File: src/rtl/bridge_pkg.sv
// Shared types and default constants for the multi-device bus bridge.
// Optional access watchdog is enabled by defining BRIDGE_TIMEOUT_EN.
package bridge_pkg;

    typedef enum logic [1:0] {
        IDLE,
        ACCESS,
        RESP
    } state_t;

    localparam int DEF_NUM_DEV     = 3;
    localparam int DEF_DATA_W      = 32;
    localparam int DEF_ADDR_W      = 32;
    localparam int DEF_SEL_LSB     = 4;
    localparam int DEF_TIMEOUT_CYC = 15;

endpackage

File: src/rtl/bridge_wdog.sv
// Access watchdog: counts stalled ACCESS cycles, flags the final one.
// Only instantiated when BRIDGE_TIMEOUT_EN is defined.
module bridge_wdog #(
    parameter int LIMIT = 15
) (
    input  logic clk,
    input  logic reset,
    input  logic clr,
    input  logic en,
    output logic expired
);

    localparam int CW = $clog2(LIMIT + 1);

    logic [CW-1:0] cnt_q;

    always_ff @(posedge clk or posedge reset) begin
        if (reset) begin
            cnt_q <= '0;
        end else if (clr) begin
            cnt_q <= '0;
        end else if (en) begin
            cnt_q <= cnt_q + 1'b1;
        end
    end

    // High during the LIMIT-th stalled cycle, so the abort lands on that edge
    assign expired = (cnt_q == CW'(LIMIT - 1));

endmodule

File: src/rtl/multi_dev_bridge.sv
// CPU-to-N-device bridge: decodes a device index from the address and
// runs one access at a time. Define BRIDGE_TIMEOUT_EN to abort stalled accesses.
module multi_dev_bridge
    import bridge_pkg::*;
#(
    parameter int NUM_DEV     = DEF_NUM_DEV,
    parameter int DATA_W      = DEF_DATA_W,
    parameter int ADDR_W      = DEF_ADDR_W,
    parameter int SEL_LSB     = DEF_SEL_LSB,
    parameter int TIMEOUT_CYC = DEF_TIMEOUT_CYC
) (
    input  logic                      clk,
    input  logic                      reset,
    input  logic                      cpu_req,
    input  logic                      cpu_we,
    input  logic [DATA_W/8-1:0]       cpu_be,
    input  logic [ADDR_W-1:0]         cpu_addr,
    input  logic [DATA_W-1:0]         cpu_wdata,
    output logic [DATA_W-1:0]         cpu_rdata,
    output logic                      cpu_ack,
    output logic                      cpu_err,
    output logic [ADDR_W-1:0]         dev_addr,
    output logic [DATA_W-1:0]         dev_wdata,
    output logic [DATA_W/8-1:0]       dev_be,
    output logic                      dev_we,
    output logic [NUM_DEV-1:0]        dev_sel,
    input  logic [NUM_DEV*DATA_W-1:0] dev_rdata,
    input  logic [NUM_DEV-1:0]        dev_ready,
    input  logic [NUM_DEV-1:0]        dev_irq,
    output logic [NUM_DEV-1:0]        hwint
);

    localparam int SEL_W = $clog2(NUM_DEV);

    if (NUM_DEV < 2 || NUM_DEV > 8 || TIMEOUT_CYC < 1) begin : g_bad_param
        $error("multi_dev_bridge: NUM_DEV must be 2..8, TIMEOUT_CYC >= 1");
    end

    state_t            state_q, state_d;
    logic [SEL_W-1:0]  idx_q, idx_in;
    logic              we_q;
    logic              in_range;
    logic              load, finish, fin_err;
    logic [DATA_W-1:0] fin_data;

`ifdef BRIDGE_TIMEOUT_EN
    logic wd_en, wd_expired;

    bridge_wdog #(.LIMIT(TIMEOUT_CYC)) u_wdog (
        .clk     (clk),
        .reset   (reset),
        .clr     (load),
        .en      (wd_en),
        .expired (wd_expired)
    );
`endif

    assign idx_in   = cpu_addr[SEL_LSB +: SEL_W];
    assign in_range = (32'(idx_in) < NUM_DEV);

    always_comb begin
        state_d  = state_q;
        load     = 1'b0;
        finish   = 1'b0;
        fin_err  = 1'b0;
        fin_data = '0;
`ifdef BRIDGE_TIMEOUT_EN
        wd_en    = 1'b0;
`endif
        unique case (state_q)
            IDLE: begin
                if (cpu_req) begin
                    load = 1'b1;
                    if (in_range) begin
                        state_d = ACCESS;
                    end else begin
                        state_d = RESP;
                        finish  = 1'b1;
                        fin_err = 1'b1;
                    end
                end
            end
            ACCESS: begin
                if (dev_ready[idx_q]) begin
                    state_d = RESP;
                    finish  = 1'b1;
                    if (!we_q) fin_data = dev_rdata[idx_q*DATA_W +: DATA_W];
                end
`ifdef BRIDGE_TIMEOUT_EN
                else if (wd_expired) begin
                    state_d = RESP;
                    finish  = 1'b1;
                    fin_err = 1'b1;
                end else begin
                    wd_en = 1'b1;
                end
`endif
            end
            RESP:    state_d = IDLE;
            default: state_d = IDLE;
        endcase
    end

    always_ff @(posedge clk or posedge reset) begin
        if (reset) state_q <= IDLE;
        else       state_q <= state_d;
    end

    always_ff @(posedge clk or posedge reset) begin
        if (reset) begin
            dev_addr  <= '0;
            dev_wdata <= '0;
            dev_be    <= '0;
            we_q      <= 1'b0;
            idx_q     <= '0;
            cpu_rdata <= '0;
            cpu_err   <= 1'b0;
            hwint     <= '0;
        end else begin
            if (load) begin
                dev_addr  <= cpu_addr;
                dev_wdata <= cpu_wdata;
                dev_be    <= cpu_be;
                we_q      <= cpu_we;
                idx_q     <= idx_in;
            end
            if (finish) begin
                cpu_rdata <= fin_data;
                cpu_err   <= fin_err;
            end
            hwint <= dev_irq;
        end
    end

    // Decoded straight from state so an async reset drops the select at once
    assign dev_sel = (state_q == ACCESS) ? (NUM_DEV'(1) << idx_q) : '0;
    assign dev_we  = (state_q == ACCESS) && we_q;
    assign cpu_ack = (state_q == RESP);

endmodule

File: config.mk
export PLATFORM = sky130hd
export DESIGN_NAME = multi_dev_bridge
export DESIGN_NICKNAME = d
export VERILOG_FILES = /design/src/rtl/bridge_pkg.sv /design/src/rtl/bridge_wdog.sv /design/src/rtl/multi_dev_bridge.sv
export SDC_FILE = /design/constraint.sdc
export NUM_CORES = 1
export LEC_CHECK = 0
export CAP_MARGIN = 40
export CELL_PAD_IN_SITES_DETAIL_PLACEMENT = 1
export CELL_PAD_IN_SITES_GLOBAL_PLACEMENT = 1
export CORE_UTILIZATION = 26
export DETAILED_ROUTE_END_ITERATION = 12
export GPL_TIMING_DRIVEN = 0
export PLACE_DENSITY_LB_ADDON = 0.2
export SLEW_MARGIN = 10
export SYNTH_ARGS = -nofsm -noshare
export SYNTH_HDL_FRONTEND = slang
export SYNTH_HIERARCHICAL = 1
export SYNTH_SLANG_ARGS = --single-unit
File: constraint.sdc
create_clock -name clk -period 4.32 [get_ports clk]
set_clock_uncertainty 0.1 [all_clocks]
set_input_delay 1.296 -clock clk [delete_from_list [all_inputs] [get_ports clk]]
set_output_delay 1.296 -clock clk [all_outputs]
set_load 0.1 [all_outputs]
==> results by group <==
Critical path
  – Endpoint class of the critical path: output port
  – CP arrival: between 2 and 2.5 ns
  – Reg-to-reg slack, setup: around 2.5 ns
  – Path depth of the worst reg2reg path: 4
  – Crit-path max FO: 10
  – CP Data Required Time: between 2 and 3 ns
  – RR Endpoint: dev_wdata[3]$_DFFE_PP0P_
  – Critical path launch point type: flop
  – Crit Path Class: flop to output port
  – R2R Path Start: state_q[0]$_DFFE_PP0P_

Layout
  – Commonest non-fill, non-tap cell in the layout: clkdlybuf4s50_1
  – Register area: roughly 0.0027 mm2
  – Final #Nets: roughly 1000
  – Design area: between 0.01 and 0.015 mm2
  – Most frequent cells in the layout: clkdlybuf4s50_1, dfrtp_1, buf_8, mux2_1, nand2_1
  – Number of fill cells: ~1900
  – Share of cells above drive strength 1: 0.182
  – Syn-to-layout area delta: 112%
  – Area of the multi-input gates: 0.00218 mm2

Min path
  – Hold path start: dev_wdata[19]$_DFFE_PP0P_
  – Hold crit path type: flop to flop
  – Hold Path Stages: 1
  – Hold EP: dev_wdata[19]$_DFFE_PP0P_

Synthesis
  – YS warnings: 6
  – Synth Cell Area: 0.00503 mm2
  – Distinct cells, synth: 21
  – Mean Syn Cell Area: 11.9 um2
  – Simple-gate share of the synthesized area: 0.112
  – Mux contribution to synthesized area: 0.282
  – Post-Synth XOR/XNOR Area: 0
  – #FFs+latches synth: about 110
  – Syn_nets: 596
  – Post-Synthesis Cells: 422
  – Largest family of logic cells by synthesized area: multiplexers
  – Synth Area in Adders: 0
  – Sequential share of the synthesized area: 0.533
  – Synth Area in Compound Gates: 0.0368

Placed design
  – DP HPWL: 16700 um
  – GP Congestion: roughly 0.77
  – I/O Buffers: around 280
  – Placed cell area: ~0.010 mm2

Global routing
  – Met1 Use GR: 0.221
  – Vias in the first global route: around 5600
  – Met2 Use GR: 0.410
  – Remaining Overflow, GRT: 0
  – Initial antenna violation count: 2
  – Largest net degree at the start of global routing: 80
  – Total track usage: 0.209
  – GR Util met3: 0.0380
  – Busiest grt layer: met2
  – First-pass GRT wire length: ~31000 um

Route
  – DRT antenna net count: 0
  – Vias: slightly below 5000
  – Total wire length: between 15000 and 20000 um
  – Routed WL per cell: 18.2 um
  – Initial DRC Count: 63
  – Drt first pass iters: 4
  – DRC: 0
  – Vias per cell: about 4.4

Timing
  – Fin crit share: 0.848
  – Minimum hold slack: slightly below 0.4 ns
  – Unrepaired setup endpoints after global routing: no
  – Worst-margin pin slew: 0.530 ns
  – Worst rel slew slack: 0.646
  – Pins Over Slew Limit: 0
  – Final setup fails: 0
  – Final Hold Viols: 0
  – Fmax: roughly 270 MHz
  – Crit path time final: around 3.7 ns

CTS
  – Clk buf depth: 2
  – Post-CTS setup buffers: 0
  – Clk slew on worst S/H paths: around 0.08 ns
  – Cts hold-fix bufs: 0
  – CTS Sinks: 107
  – Post-cts gate resize count: 0
  – CTS Buf Count: 9
  – Clock latency on the worst-skew pair: 0.35 ns
  – TritonCTS clock tree: yes
  – H-tree lvl count: 3
  – Clk root buf: clkbuf_16

Floorplan
  – Initial Util: 0.267
  – Std cell rows: 50
  – Die X: 141 um
  – IO Count: ~280
  – CORE AREA: about 0.019 mm2
  – Die area: 0.0199 mm2
  – Die Y: between 100 and 150 um

Status
  – Outcome: complete, no violations

Job
  – Max Cap Viol: 0
cell usage after synthesis, drive strengths merged:
cell,instances,share of area
o21ai,35,0.035
nor2b,1,0.0012
nand2b,2,0.0025
clkbuf,12,0.0090
clkinv,1,0.00075
inv,1,0.00075
buf,22,0.026
mux2,68,0.15
nor2,1,0.00075
nor3,1,0.00099
nand3b,33,0.049
mux2i,65,0.13
nand3,1,0.0020
a21bo,1,0.0020
dfrtp,107,0.53
nor3b,3,0.0045
nand2,68,0.051
per-layer routing:
layer | wire [um] | vias up
met5 | 0 | -
met2 | 11200 | 175
li1 | - | 2265
met3 | 843 | 29
met1 | 7390 | 2340
met4 | 485 | 0
registers in the layout, indices dropped and copies added (netlist names):
| register | flops |
|---|---|
| we_q | 1 |
| dev_addr | 32 |
| cpu_rdata | 32 |
| dev_be | 4 |
| dev_wdata | 32 |
| state_q | 2 |
| hwint | 3 |
| cpu_err | 1 |
critical path, stage by stage, from the launching register on:
cell,delay [ns]
dfrtp_1,0.35
buf_2,0.18
clkbuf_1,0.37
nor3b_2,0.25
clkdlybuf4s50_1,0.55
buf_8,0.21
layout make-up:
cell class | count | share of cell area
repair buffers | 392 | 0.467
plain buffers | 34 | 0.0166
flip-flops and latches | 107 | 0.251
multi-input cells | 279 | 0.204
well taps | 260 | 0.0305
inverters | 2 | 0.00117
clock inverters | 5 | 0.00633
diodes | 1 | 0.000234
clock buffers | 11 | 0.0227
kinds of logic (layout without fill, tap and decap cells):
kind of cell,after synthesis,after routing
DFF,107,107
and+or+nand+nor,110,110
muxes,133,133
buffers and inverters,36,444
other,0,1
AOI/OAI and AO/OA,36,36
worst max-delay path by stage:
stage	start	cells past startpoint	to
global placement	reset	2	dev_wdata[14]$_DFFE_PP0P_
global route	dev_addr[4]$_DFFE_PP0P_	5	dev_sel[1]
CTS	dev_addr[4]$_DFFE_PP0P_	5	dev_sel[1]
detailed placement	dev_addr[4]$_DFFE_PP0P_	5	dev_sel[1]
finish	dev_addr[4]$_DFFE_PP0P_	5	dev_sel[1]
floorplan	reset	1	cpu_err$_DFFE_PP0P_
per-stage QoR:
step,cells,setup TNS (ns),setup WS [ns],utilization
after CTS,1090,0,0.613,0.567
after global placement,964,-162.29,-1.53,0.435
final,1091,0,0.656,0.567
after detailed placement,1074,0,1.03,0.550
after floorplan,422,0,0.107,-
after global routing,1091,0,0.551,0.567
Power is not shown: default switching activity piles up to over one toggle a cycle in this logic, so the estimate is an artifact.
==> edit 1, RTL diff (config.mk and constraints unchanged) <==
Put one more register stage on the output `cpu_err`, cleared by the reset. The value now appears one clock later. The other outputs are not delayed to match.
--- a/src/rtl/multi_dev_bridge.sv
+++ b/src/rtl/multi_dev_bridge.sv
@@ -32,4 +32,6 @@
 
     localparam int SEL_W = $clog2(NUM_DEV);
+
+    logic cpu_err_s0;
 
     if (NUM_DEV < 2 || NUM_DEV > 8 || TIMEOUT_CYC < 1) begin : g_bad_param
@@ -115,5 +117,5 @@
             idx_q     <= '0;
             cpu_rdata <= '0;
-            cpu_err   <= 1'b0;
+            cpu_err_s0 <= 1'b0;
             hwint     <= '0;
         end else begin
@@ -127,5 +129,5 @@
             if (finish) begin
                 cpu_rdata <= fin_data;
-                cpu_err   <= fin_err;
+                cpu_err_s0 <= fin_err;
             end
             hwint <= dev_irq;
@@ -138,4 +140,12 @@
     assign cpu_ack = (state_q == RESP);
 
+    always_ff @(posedge clk or posedge reset) begin
+        if (reset) begin
+            cpu_err <= '0;
+        end else begin
+            cpu_err <= cpu_err_s0;
+        end
+    end
+
 endmodule
 
Check against the original RTL: not equivalent (a bounded check fails within 4 cycles, from zero or initial values and one cycle with reset high).
==> edit 1 against the unedited design <==
  * Area after synthesis increased by 0.50%
  * Sequential cell count increased by 1
  * Die area increased by 0.49%
  * Final area increased by 0.29%
  * Worst setup slack got worse by 0.022 ns
  * Routed wire length increased by 2.7%
  * Hold slack got worse by 0.10 ns
  * Largest cell class unchanged
Power is left out: the tool's default activity adds up to more than one toggle a clock period on the data nets, which glitch-free logic cannot reach.
==> edit 1: results (changes against the unedited design) <==
stage;metric;value;unit;change
grt;grt_start_max_net_pins;63;;-21%
grt;grt_first_pass_wirelength;31700;um;+1.1%
logic_synthesis;synthesis.instances;423;;+0.24%
route;detail_route.vias_per_cell;4.45;;+0.96%
logic_synthesis;yosysSeqAreaShare;53.5;%;+0.23 points
logic_synthesis;synth.area.top_cells;sky130_fd_sc_hd__dfrtp_1, sky130_fd_sc_hd__mux2_1, sky130_fd_sc_hd__mux2i_1;;
sta;layout_setup_ws;0.634;ns;-0.0218 ns
grt;grt_antenna_before_repair;0;;-2
grt;vias_in_the_first_global_route;5584;;-0.25%
critical_path;timing.rr.start;dev_addr[5];;
final_layout;num_antenna_cells;0;;-1
worst_hold_path;worst_hold_path.endpoint;cpu_err;;
grt;groute.usage.overall;21.0;%;+0.070 points
placed_design;dpl_cell_area;10400;um^2;+0.48%
critical_path;timing.rr.end;cpu_rdata[6];;
logic_synthesis;postSynthNetCount;597;;+0.17%
logic_synthesis;synth_top_cells_by_count;sky130_fd_sc_hd__dfrtp_1, sky130_fd_sc_hd__mux2_1, sky130_fd_sc_hd__nand2_1;;
route;drtIter0Drc;48;;-24%
final_layout;drive_above_1_share;18.2;%;-0.022 points
placed_design;place.detailed.instances;1075;;+0.093%
status;run_status;finished, final reports clean;;
critical_path;ff2ff_path_depth;7;;+3
sta;holdWs;0.286;ns;-0.100 ns
critical_path;register_to_register_setup_slack;2.42;ns;-0.08 ns
placed_design;pre_cts_slack;1.03;ns;-0.00524 ns
critical_path;arrival;2.29;ns;+0.02 ns
final_layout;fill_cells;1909;;+1.1%
final_layout;nNetsFinal;1000;;+0.10%
placed_design;gpl.final_weighted_congestion;0.778;;+1.4%
worst_hold_path;worst_hold_path.num_cells;0;;-1
worst_hold_path;worst_hold_startpoint;cpu_err_s0;;
floorplan;die_area;20000;um^2;+0.49%
## edit 1: cell count changes after synthesis, sizes merged
cell	delta
dfrtp	+1
## edit 1: layout make-up
type                       count  area [um^2]  area share [%]
timing repair buffer         392         5010            46.8
buffer                        34          178            1.66
clock inverter                 4         37.5           0.351
tap                          260          325            3.04
clock buffer                  12          256            2.40
sequential                   108         2700            25.2
inverter                       2         12.5           0.117
multi-input combinational    279         2180            20.4
## edit 1: critical path, cell delays in order (launching register included)
cell and delay, ns:
sky130_fd_sc_hd__dfrtp_1 0.36, sky130_fd_sc_hd__buf_2 0.18, sky130_fd_sc_hd__clkbuf_1 0.39, sky130_fd_sc_hd__nor3b_2 0.25, sky130_fd_sc_hd__clkdlybuf4s50_1 0.55, sky130_fd_sc_hd__buf_8 0.21
## edit 1: cells by family (layout without fill, tap and decap cells)
logic type / after synthesis / in the layout / synth area share (%)
mux: 133 / 133 / 28.0
simple gates: 110 / 110 / 11.1
flops: 108 / 108 / 53.5
compound gates: 36 / 36 / 3.67
buf+inv: 36 / 444 / 3.66
## edit 1: how the worst max path moves through the flow
stage               endpoint  cells past startpoint
4_1_cts           dev_sel[1]                      5
3_3_place_gp   dev_wdata[19]                      2
3_5_place_dp      dev_sel[1]                      5
6_report          dev_sel[1]                      5
2_1_floorplan        cpu_err                      1
5_1_grt           dev_sel[1]                      5
## edit 1: routing by layer
metal	global-route usage (%)	wire [um]	vias up
li1	-	-	2274
met1	22.1	7550	2382
met2	41.4	11400	172
met3	4.18	1090	27
met4	6.62	396	0
met5	0	0	-
==> edit 2, RTL diff (same settings) <==
Without the edit above. Add a define of `BRIDGE_TIMEOUT_EN`.
--- a/src/rtl/multi_dev_bridge.sv
+++ b/src/rtl/multi_dev_bridge.sv
@@ -1,4 +1,6 @@
 // CPU-to-N-device bridge: decodes a device index from the address and
 // runs one access at a time. Define BRIDGE_TIMEOUT_EN to abort stalled accesses.
+`define BRIDGE_TIMEOUT_EN
+
 module multi_dev_bridge
     import bridge_pkg::*;
Formal check against the unedited RTL: same outputs for any inputs over 10 cycles, from zero or initial values and one cycle with reset high; that may be too few to reach the edited logic, so the function may still have changed.
==> edit 2 against the unedited design <==
  * Worst setup slack got worse by 0.37 ns
  * Global-route usage rose by 1.1 points
  * Routed wire length rose by 14%
  * Critical path type unchanged
  * Via count rose by 16%
  * Critical path depth did not move
  * Cell count rose by 10%
  * Area after synthesis rose by 5.8%
  * Sequential cell count rose by 4
  * Count of clock-buffer cells in the layout fell by 1
  * Final area rose by 3.8%
==> edit 2: results (changes against the unedited design) <==
stage;metric;value;unit;change
status;run_status;finished, final reports clean;;
sta;fin_crit_period;4.04;ns;+0.371 ns
logic_synthesis;synth_top_cells_by_count;sky130_fd_sc_hd__nand2_1, sky130_fd_sc_hd__dfrtp_1, sky130_fd_sc_hd__mux2i_1;;
final_layout;final-seq-area;2780;um^2;+3.7%
critical_path;register_to_register_setup_slack;1.79;ns;-0.71 ns
logic_synthesis;synth.area.top_cells;sky130_fd_sc_hd__dfrtp_1, sky130_fd_sc_hd__nand2_1, sky130_fd_sc_hd__o32ai_2;;
route;number_of_vias_in_the_routed_layout;5558;;+16%
critical_path;timing.rr.end;u_wdog/cnt_q[3];;
sta;worst_slew_margin;52.6;%;-12 points
grt;grt_antenna_before_repair;0;;-2
grt;vias_in_the_first_global_route;6507;;+16%
logic_synthesis;synth_compound_gate_area_share;18.7;%;+15 points
final_layout;num_antenna_cells;0;;-1
placed_design;dp.final_hpwl;18400;um;+10%
placed_design;dpl_cell_area;10800;um^2;+4.0%
critical_path;arrival;2.64;ns;+0.37 ns
route;post_drt_wl_per_cell;18.9;um;+3.8%
final_layout;finish.cell_count_without_fillers;1202;;+10%
grt;grt_first_pass_wirelength;36200;um;+16%
sta;holdWs;0.376;ns;-0.0108 ns
worst_hold_path;worst_min_delay_path_category;reg2reg;;
worst_hold_path;worst_hold_startpoint;dev_addr[9];;
worst_hold_path;worst_hold_path.endpoint;dev_addr[9];;
logic_synthesis;synth_cell_types;34;;+62%
grt;grt_use_met1;24.4;%;+2.3 points
grt;grt.met3_usage;5.19;%;+1.4 points
clock_tree;cts_setup_buffers;0;;unchanged
critical_path;ff2ff_path_depth;7;;+3
clock_tree;insertion_delay;0.35;ns;about the same
final_layout;nNetsFinal;1108;;+11%
logic_synthesis;synth-adder-area-share;0.470;%;+0.47 points
logic_synthesis;syn_avg_cell_area;10.1;um^2;-16%
grt;grt_start_max_net_pins;61;;-24%
logic_synthesis;synth-xor-area-share;0.165;%;+0.16 points
final_layout;drive_above_1_share;19.4;%;+1.2 points
placed_design;gpl.final_weighted_congestion;0.836;;+8.9%
grt;use_met2;41.8;%;+0.75 points
critical_path;timing.rr.start;dev_addr[5];;
final_layout;largestRegisters;cpu_rdata: 32 flops, dev_addr: 32 flops, dev_wdata: 32 flops;;
route;drtIter0Drc;99;;+57%
logic_synthesis;postSynthNetCount;705;;+18%
-- edit 2: changes by cell type after synthesis, moves of 4 or more --
cell	before	now
sky130_fd_sc_hd__mux2_1	68	0
sky130_fd_sc_hd__nand2_1	68	206
sky130_fd_sc_hd__dfrtp_1	107	111
sky130_fd_sc_hd__nand3b_1	33	1
sky130_fd_sc_hd__nor2_1	1	7
sky130_fd_sc_hd__buf_6	3	7
sky130_fd_sc_hd__buf_1	1	9
sky130_fd_sc_hd__a2bb2oi_1	0	32
sky130_fd_sc_hd__o32ai_1	0	5
sky130_fd_sc_hd__mux2i_1	65	33
sky130_fd_sc_hd__o32ai_2	0	27
-- edit 2: final cells by class --
| type | instances | area share (%) |
|---|---|---|
| multi-input cells | 370 | 20.9 |
| clock inverters | 6 | 0.565 |
| plain buffers | 43 | 2.08 |
| clock buffers | 10 | 2.16 |
| inverters | 5 | 0.215 |
| repair buffers | 392 | 46.1 |
| flip-flops and latches | 111 | 25.1 |
| well taps | 265 | 2.99 |
-- edit 2: critical path: stages, from the launching register on --
cell                              delay (ns)
sky130_fd_sc_hd__dfrtp_1                0.43
sky130_fd_sc_hd__buf_2                  0.30
sky130_fd_sc_hd__buf_1                  0.52
sky130_fd_sc_hd__nor3b_2                0.29
sky130_fd_sc_hd__clkdlybuf4s50_1        0.55
sky130_fd_sc_hd__buf_8                  0.21
-- edit 2: cell families (layout without fill, tap and decap cells) --
family	count (synthesis)	in the layout
buffers and inverters	48	456
adder cells (fa/ha/maj)	2	2
AND/OR/NAND/NOR	229	229
flip-flops	111	111
multiplexers	35	35
AO/OA/AOI/OAI	103	103
XOR/XNOR	1	1
-- edit 2: routing by layer --
metal | part of all wire [%] | vias up
met5 | 0 | -
met4 | 1.2 | 0
met3 | 6.3 | 17
met2 | 53 | 210
met1 | 40 | 2721
li1 | - | 2610
